File: config.mk
export PLATFORM = sky130hd
export DESIGN_NAME = serial_subtractor
export DESIGN_NICKNAME = d
export VERILOG_FILES = /design/src/rtl/serial_subtractor.sv
export SDC_FILE = /design/constraint.sdc
export NUM_CORES = 1
export LEC_CHECK = 0
export BUFFER_PORTS_ARGS = -buffer_cell sky130_fd_sc_hd__buf_4
export CAP_MARGIN = 0
export CELL_PAD_IN_SITES_DETAIL_PLACEMENT = 1
export CELL_PAD_IN_SITES_GLOBAL_PLACEMENT = 2
export CORE_MARGIN = 2
export CORE_UTILIZATION = 34
export DETAILED_ROUTE_END_ITERATION = 10
export PLACE_DENSITY_LB_ADDON = 0.12
export REMOVE_ABC_BUFFERS = 1
export SLEW_MARGIN = 20
export SYNTH_ARGS = -nofsm -noshare
export SYNTH_HDL_FRONTEND = slang
export SYNTH_SLANG_ARGS = --single-unit
File: constraint.sdc
create_clock -name clk -period 3.21 [get_ports clk]
set_input_delay 0.1605 -clock clk [delete_from_list [all_inputs] [get_ports clk]]
set_output_delay 0.1605 -clock clk [all_outputs]
set_load 0.05 [all_outputs]
File: src/rtl/serial_subtractor.sv
`default_nettype none
// ============================================================================
//  Module   : serial_subtractor
//  Purpose  : Bit-serial two's-complement subtractor computing a - b, LSB
//             first, one bit per clock through a single full-adder slice
//             (b inverted, initial carry 1). Returns the difference plus
//             ALU-style negative / zero / carry / overflow flags.
//  Ports    : clk, reset (sync, active-high)
//             start        - request; accepted when idle or in the done cycle
//             a, b         - operands, sampled on the accepting edge only
//             busy         - high while bits are being processed
//             done         - one-cycle pulse, result valid from this cycle
//             diff         - a - b modulo 2^WIDTH
//             negative, zero, carry (no borrow), overflow (signed)
//  Revision : 1.0 - initial release
// ============================================================================
module serial_subtractor #(
    parameter int WIDTH = 64
) (
    input  logic             clk,
    input  logic             reset,
    input  logic             start,
    input  logic [WIDTH-1:0] a,
    input  logic [WIDTH-1:0] b,
    output logic             busy,
    output logic             done,
    output logic [WIDTH-1:0] diff,
    output logic             negative,
    output logic             zero,
    output logic             carry,
    output logic             overflow
);

    localparam int                 c_CNT_W = (WIDTH > 1) ? $clog2(WIDTH) : 1;
    localparam logic [c_CNT_W-1:0] c_LAST  = c_CNT_W'(WIDTH - 1);

    localparam logic [1:0] c_ST_IDLE = 2'd0;
    localparam logic [1:0] c_ST_RUN  = 2'd1;
    localparam logic [1:0] c_ST_DONE = 2'd2;

    logic [1:0]         r_state;
    logic [1:0]         w_state_nxt;
    logic               w_accept;
    logic               w_last;

    logic [WIDTH-1:0]   r_a;
    logic [WIDTH-1:0]   r_b;
    logic [WIDTH-1:0]   r_res;
    logic               r_c;
    logic [c_CNT_W-1:0] r_cnt;

    logic               r_busy;
    logic               r_done;
    logic [WIDTH-1:0]   r_diff;
    logic               r_negative;
    logic               r_zero;
    logic               r_carry;
    logic               r_overflow;

    logic               w_nb0;
    logic               w_s;
    logic               w_c_nxt;
    logic [WIDTH-1:0]   w_res_nxt;

    // One full-adder slice with the subtrahend bit inverted.
    assign w_nb0     = ~r_b[0];
    assign w_s       = r_a[0] ^ w_nb0 ^ r_c;
    assign w_c_nxt   = (r_a[0] & w_nb0) | (r_c & (r_a[0] ^ w_nb0));
    // Sum bits enter at the MSB so that after WIDTH shifts bit 0 sits at the LSB.
    assign w_res_nxt = {w_s, r_res[WIDTH-1:1]};

    assign w_last    = (r_state == c_ST_RUN) && (r_cnt == c_LAST);

    // ------------------------------------------------------------------
    // Next-state logic
    // ------------------------------------------------------------------
    always_comb begin
        w_state_nxt = r_state;
        w_accept    = 1'b0;
        case (r_state)
            c_ST_IDLE: begin
                if (start) begin
                    w_accept    = 1'b1;
                    w_state_nxt = c_ST_RUN;
                end
            end
            c_ST_RUN: begin
                if (r_cnt == c_LAST) begin
                    w_state_nxt = c_ST_DONE;
                end
            end
            c_ST_DONE: begin
                if (start) begin
                    w_accept    = 1'b1;
                    w_state_nxt = c_ST_RUN;
                end else begin
                    w_state_nxt = c_ST_IDLE;
                end
            end
            default: begin
                w_state_nxt = c_ST_IDLE;
            end
        endcase
    end

    // ------------------------------------------------------------------
    // State, datapath and output registers
    // ------------------------------------------------------------------
    always_ff @(posedge clk) begin
        if (reset) begin
            r_state    <= c_ST_IDLE;
            r_a        <= '0;
            r_b        <= '0;
            r_res      <= '0;
            r_c        <= 1'b0;
            r_cnt      <= '0;
            r_busy     <= 1'b0;
            r_done     <= 1'b0;
            r_diff     <= '0;
            r_negative <= 1'b0;
            r_zero     <= 1'b0;
            r_carry    <= 1'b0;
            r_overflow <= 1'b0;
        end else begin
            r_state <= w_state_nxt;
            // busy/done are flops decoded from the next state so they are
            // aligned with the state they describe and never both high.
            r_busy  <= (w_state_nxt == c_ST_RUN);
            r_done  <= (w_state_nxt == c_ST_DONE);

            if (w_accept) begin
                r_a   <= a;
                r_b   <= b;
                r_c   <= 1'b1;
                r_cnt <= '0;
            end else if (r_state == c_ST_RUN) begin
                r_a   <= r_a >> 1;
                r_b   <= r_b >> 1;
                r_c   <= w_c_nxt;
                r_res <= w_res_nxt;
                // Wraps only on the final bit, where the value is unused.
                r_cnt <= r_cnt + 1'b1;
            end

            // Results are loaded on the edge entering DONE so they are valid
            // in the done cycle itself. r_c here is the carry into the MSB.
            if (w_last) begin
                r_diff     <= w_res_nxt;
                r_negative <= w_res_nxt[WIDTH-1];
                r_zero     <= (w_res_nxt == '0);
                r_carry    <= w_c_nxt;
                r_overflow <= r_c ^ w_c_nxt;
            end
        end
    end

    assign busy     = r_busy;
    assign done     = r_done;
    assign diff     = r_diff;
    assign negative = r_negative;
    assign zero     = r_zero;
    assign carry    = r_carry;
    assign overflow = r_overflow;

endmodule
`default_nettype wire

* Yosys cells after proc, flatten, opt, wreduce, memory -nomap -nowiden *
Cells that the tools add are included.

cells by class
  muxes and demuxes = 12
  equal/unequal tests = 5
  bitwise logic cells = 8
  reductions and logical operators = 7
  add/subtract/negate cells = 1

operators by type and width
  cell                 count
  $mux 64              4
  $logic_not 64->1     1
  $add 6x1->6 const B  1
  $eq 6x6->1 const B   1
  $pmux 2 s3           1
  $mux 1               5
  $eq 2x1->1 const B   2
  $eq 2x2->1 const B   2
  $mux 2               2
  $reduce_or 2->1      2
  $xor 1x1->1          3
  $and 1x1->1          2
  $logic_not 2->1      1
  $not 1->1            2
  $reduce_and 2->1     1
  $reduce_bool 2->1    1
  $logic_and 1x1->1    1
  $or 1x1->1           1

storage, ports and cells
  input bits = 131
  register bits = 271
  word-level logic and storage cells = 46
  output and inout port bits = 70

* Longest topological paths before layout *
  depth after elaboration = 6
  gate-level depth with buffers = 8
  mapped depth without buffers = 6

* Worst setup path before layout *
No wires, ideal clock.

  path kind = register -> register
  start = register r_b[0]
  end = register r_zero, in the netlist zero
  data arrival time = 1,931 ps
  path slack = 1,200 ps
  clock period less this slack = 2,010 ps
  cell stages (with the launch flop) = 7
  cell sequence = dfxtp_1 -> inv_1 -> fa_1 -> nor4_1 -> nand4_1 -> or4_1 -> a211oi_2

between the ends
  cells in the longest elaborated chain, start to end = 4

ends and longest elaborated chain
  what                       line  RTL
  from (decl)                47    logic [WIDTH-1:0] r_b;
  from (signal assigned)     138   r_b <= r_b >> 1;
  $not 1->1                  66    assign w_nb0 = ~r_b[0];
  $xor 1x1->1 (2 in series)  67    assign w_s = r_a[0] ^ w_nb0 ^ r_c;
  via w_s                    61    logic w_s;
  $logic_not 64->1           150   r_zero <= (w_res_nxt == '0);
  to (signal assigned)       150
  to (decl)                  56    logic r_zero;

The timed path passes the listed nets, and every way through them passes these cells.
A chain may end at the register's enable or synchronous reset.

* Worst setup path in the final report *
Same ends and word-level chain as after synthesis.

==> results by group <==
Outcome
  • Status: completed

Clocking
  • Later-pin clock latency in the skew report: 0.55 ns
  • Root Buffer: clkbuf_16
  • Clk buf depth: 3
  • CTS clk-pin slew, worst paths: 0.06 ns
  • CTS buffer count: 30
  • Post-cts gate resize count: 0
  • CTS Sinks: 269
  • CTS tree: done
  • H-tree lvl count: 1
  • Post-CTS Setup Repair Bufs: 0

Global routing
  • Gr ovfl total: 0
  • Initial antenna violation count: 8
  • Tot GR Track Use: 0.1879
  • M1 GR Usage: 0.2415
  • Gr busiest metal: met2
  • Met2 Use GR: 0.3230
  • First-pass GRT wire length: 48.44 mm
  • Largest net degree at the start of global routing: 134
  • Vias in the first global route: 9634
  • Grt met3 use: 0.03916

Setup path
  • R2R Setup Slk: 1.09 ns
  • Worst reg-to-reg path cell count: 6
  • Setup Crit Path Kind: flip-flop to flip-flop
  • Reg2reg start: r_b[0]
  • Setup crit end kind: flip-flop
  • Buffers & Inverters on Critical Path: 1
  • Critical Path Start: r_b[0]
  • Crit path DAT: 2.58 ns
  • Type of origin of the critical path: flip-flop
  • Worst-path maximum fanout: 3
  • Slowest stage delay, CP: 0.54 ns
  • Req. time, crit path: 3.67 ns
  • Crit path max-delay family: simple AND/OR/NAND/NOR gates
  • Crit path depth: 6
  • Critical Path End: zero
  • Critical Path, Cell by Cell: inv_1, fa_1, nor4_1, nand4_1, or4_1, a211oi_2
  • Worst r2r dst: zero
  • Slowest-stage cell, CP: or4_1

Floorplan
  • Initial core utilization: 0.3451
  • Core Area: 0.02870 mm²
  • Rows: 62
  • Die Ht: 174.7 µm
  • Die area: 0.03051 mm²
  • Die X: 174.7 µm
  • IO Pins: 201

Cells and area
  • Fin cells: 1889
  • Fillers: 3399
  • Reg area: 0.005385 mm²
  • Area Growth Syn to Fin: 41.02%
  • Multi-input logic area: 0.004113 mm²
  • Most common cell after layout, fill and taps aside: nand2_1
  • Final core utilization: 0.4866
  • Layout net count: 1606
  • Most frequent cells in the layout: nand2_1, dfxtp_1, a21oi_1
  • Layout cells sized above 1: 0.1817

Detailed routing
  • Antenna viol nets, final: 0
  • Iteration-0 DRC Markers: 555
  • Initial DRT Pass Iterations: 4
  • Final wirelength: 29.53 mm
  • Routed vias/inst: 5.004
  • Routed WL per cell: 15.63 µm
  • Vias: 9453
  • Post-route DRC: 0

Synthesis
  • Avg Inst Size Synth: 8.233 µm²
  • Synth Warn #: 0
  • Register area share after synthesis: 0.5437
  • Mapped Cells: 1203
  • Post-synth EDFFs: 0
  • Ys async rst share: 0
  • Mapped cell area: 0.009904 mm²
  • FF+latch count, synth: 269
  • Library cells used by synthesis: 27
  • Prevailing post-synth register cell: dfxtp_1

Timing
  • Fmax: 471.1 MHz
  • Worst Tran Pin Value: 0.7315 ns
  • Final Skew: 0.01097 ns
  • Fin Setup TNS: 0 ns
  • Fin. Hold Viols: 0
  • Worst hold margin: 0.2165 ns
  • Tcrit/Tclk final: 0.6613
  • Setup-failing EPs final: 0
  • RSZ-0062 raised after global routing: false
  • Final Max Tran Viols: 0
  • Post-route minimum period: 2.123 ns
  • Relative slew slack: 0.5123

Placement
  • Inst Count DP: 1697
  • Port Buffers: 200
  • Placer Congestion: 0.7182
  • Final HPWL DP: 16.94 mm

Power and ir drop
  • Worst IR Drop VDD: 0.0003819 V
  • Pwr/cell area: 562.6 mW/mm²
  • Leakage: 5.158 nW
  • Power Total: 0.007858 W

Run
  • Max-cap violations: 0

Hold path
  • Hold crit path type: input port to flip-flop
-- where the power goes --
group | internal (W) | leakage [nW] | switching (W)
clock | 0.00220 | 0.513 | 0.00137
sequential | 0.00346 | 2.19 | 0.0000660
combinational | 0.000358 | 2.46 | 0.000399
-- sequential cells by signal, summed over array words and instances (netlist names) --
register,cells
overflow,1
r_a,64
r_cnt,6
zero,1
r_b,64
r_res,63
busy,1
carry,1
r_c,1
diff,64
done,1
r_state,2
-- through the flow --
stage	worst slack [ns]	area (µm²)
after detailed placement	1.078	11630
after CTS	1.055	13950
after floorplan	-12.37	9470
after global placement	1.083	11630
after global routing	0.9358	13960
final	1.087	13970
-- synthesized netlist by cell type (all sizes together), types with 4 or more instances --
cell | number | area share
xor2 | 4 | 0.0035
a21oi | 256 | 0.13
buf | 42 | 0.020
a22oi | 128 | 0.097
dfxtp | 269 | 0.54
nor2 | 16 | 0.0061
nor4 | 16 | 0.012
clkbuf | 62 | 0.023
nand4 | 6 | 0.0038
nand2 | 386 | 0.15
-- layout make-up --
type	count	share of cell area
sequential	269	0.3856
tap	384	0.03440
antenna	8	0.001433
multi-input combinational	829	0.2945
clock buffer	45	0.06289
timing repair buffer	342	0.2099
inverter	1	0.0002687
clock inverter	11	0.01111
-- worst reg2reg max path, cell delays in order (launching register included) --
cell and delay (ns):
dfxtp_1 0.32, inv_1 0.05, fa_1 0.50, nor4_1 0.30, nand4_1 0.11, or4_1 0.54, a211oi_2 0.22
-- cells by family (layout without fill, tap and decap cells) --
logic type | after synthesis | after routing | synth area share
XOR/XNOR | 6 | 6 | 0.005306
buffers and inverters | 105 | 399 | 0.04421
AO/OA/AOI/OAI | 386 | 386 | 0.2284
flip-flops | 269 | 269 | 0.5437
AND/OR/NAND/NOR | 435 | 435 | 0.1751
adder cells (fa/ha/maj) | 2 | 2 | 0.003284
other | 0 | 8 | 0
-- layer usage --
metal / vias up / routed length (µm)
li1: 4683 / -
met1: 4548 / 13430
met2: 175 / 14020
met3: 45 / 1426
met4: 2 / 650
met5: - / 13
-- repair_timing --
item,in CTS,in global routing
endpoints found under the setup margin,0,0
hold endpoints to repair,128,0
hold buffers,128,0
-- how the worst min path moves through the flow --
stage | cells after the start | slack (ns) | end | from
after floorplan | 1 | 0.23 | zero | reset
after global placement | 3 | 0.41 | r_b[63] | b[63]
after detailed placement | 3 | 0.43 | r_b[63] | b[63]
after CTS | 2 | 0.22 | busy | reset
after global routing | 2 | 0.26 | r_b[11] | reset
final | 2 | 0.22 | r_a[34] | reset
No activity file was read; power rests on OpenSTA's default activity.
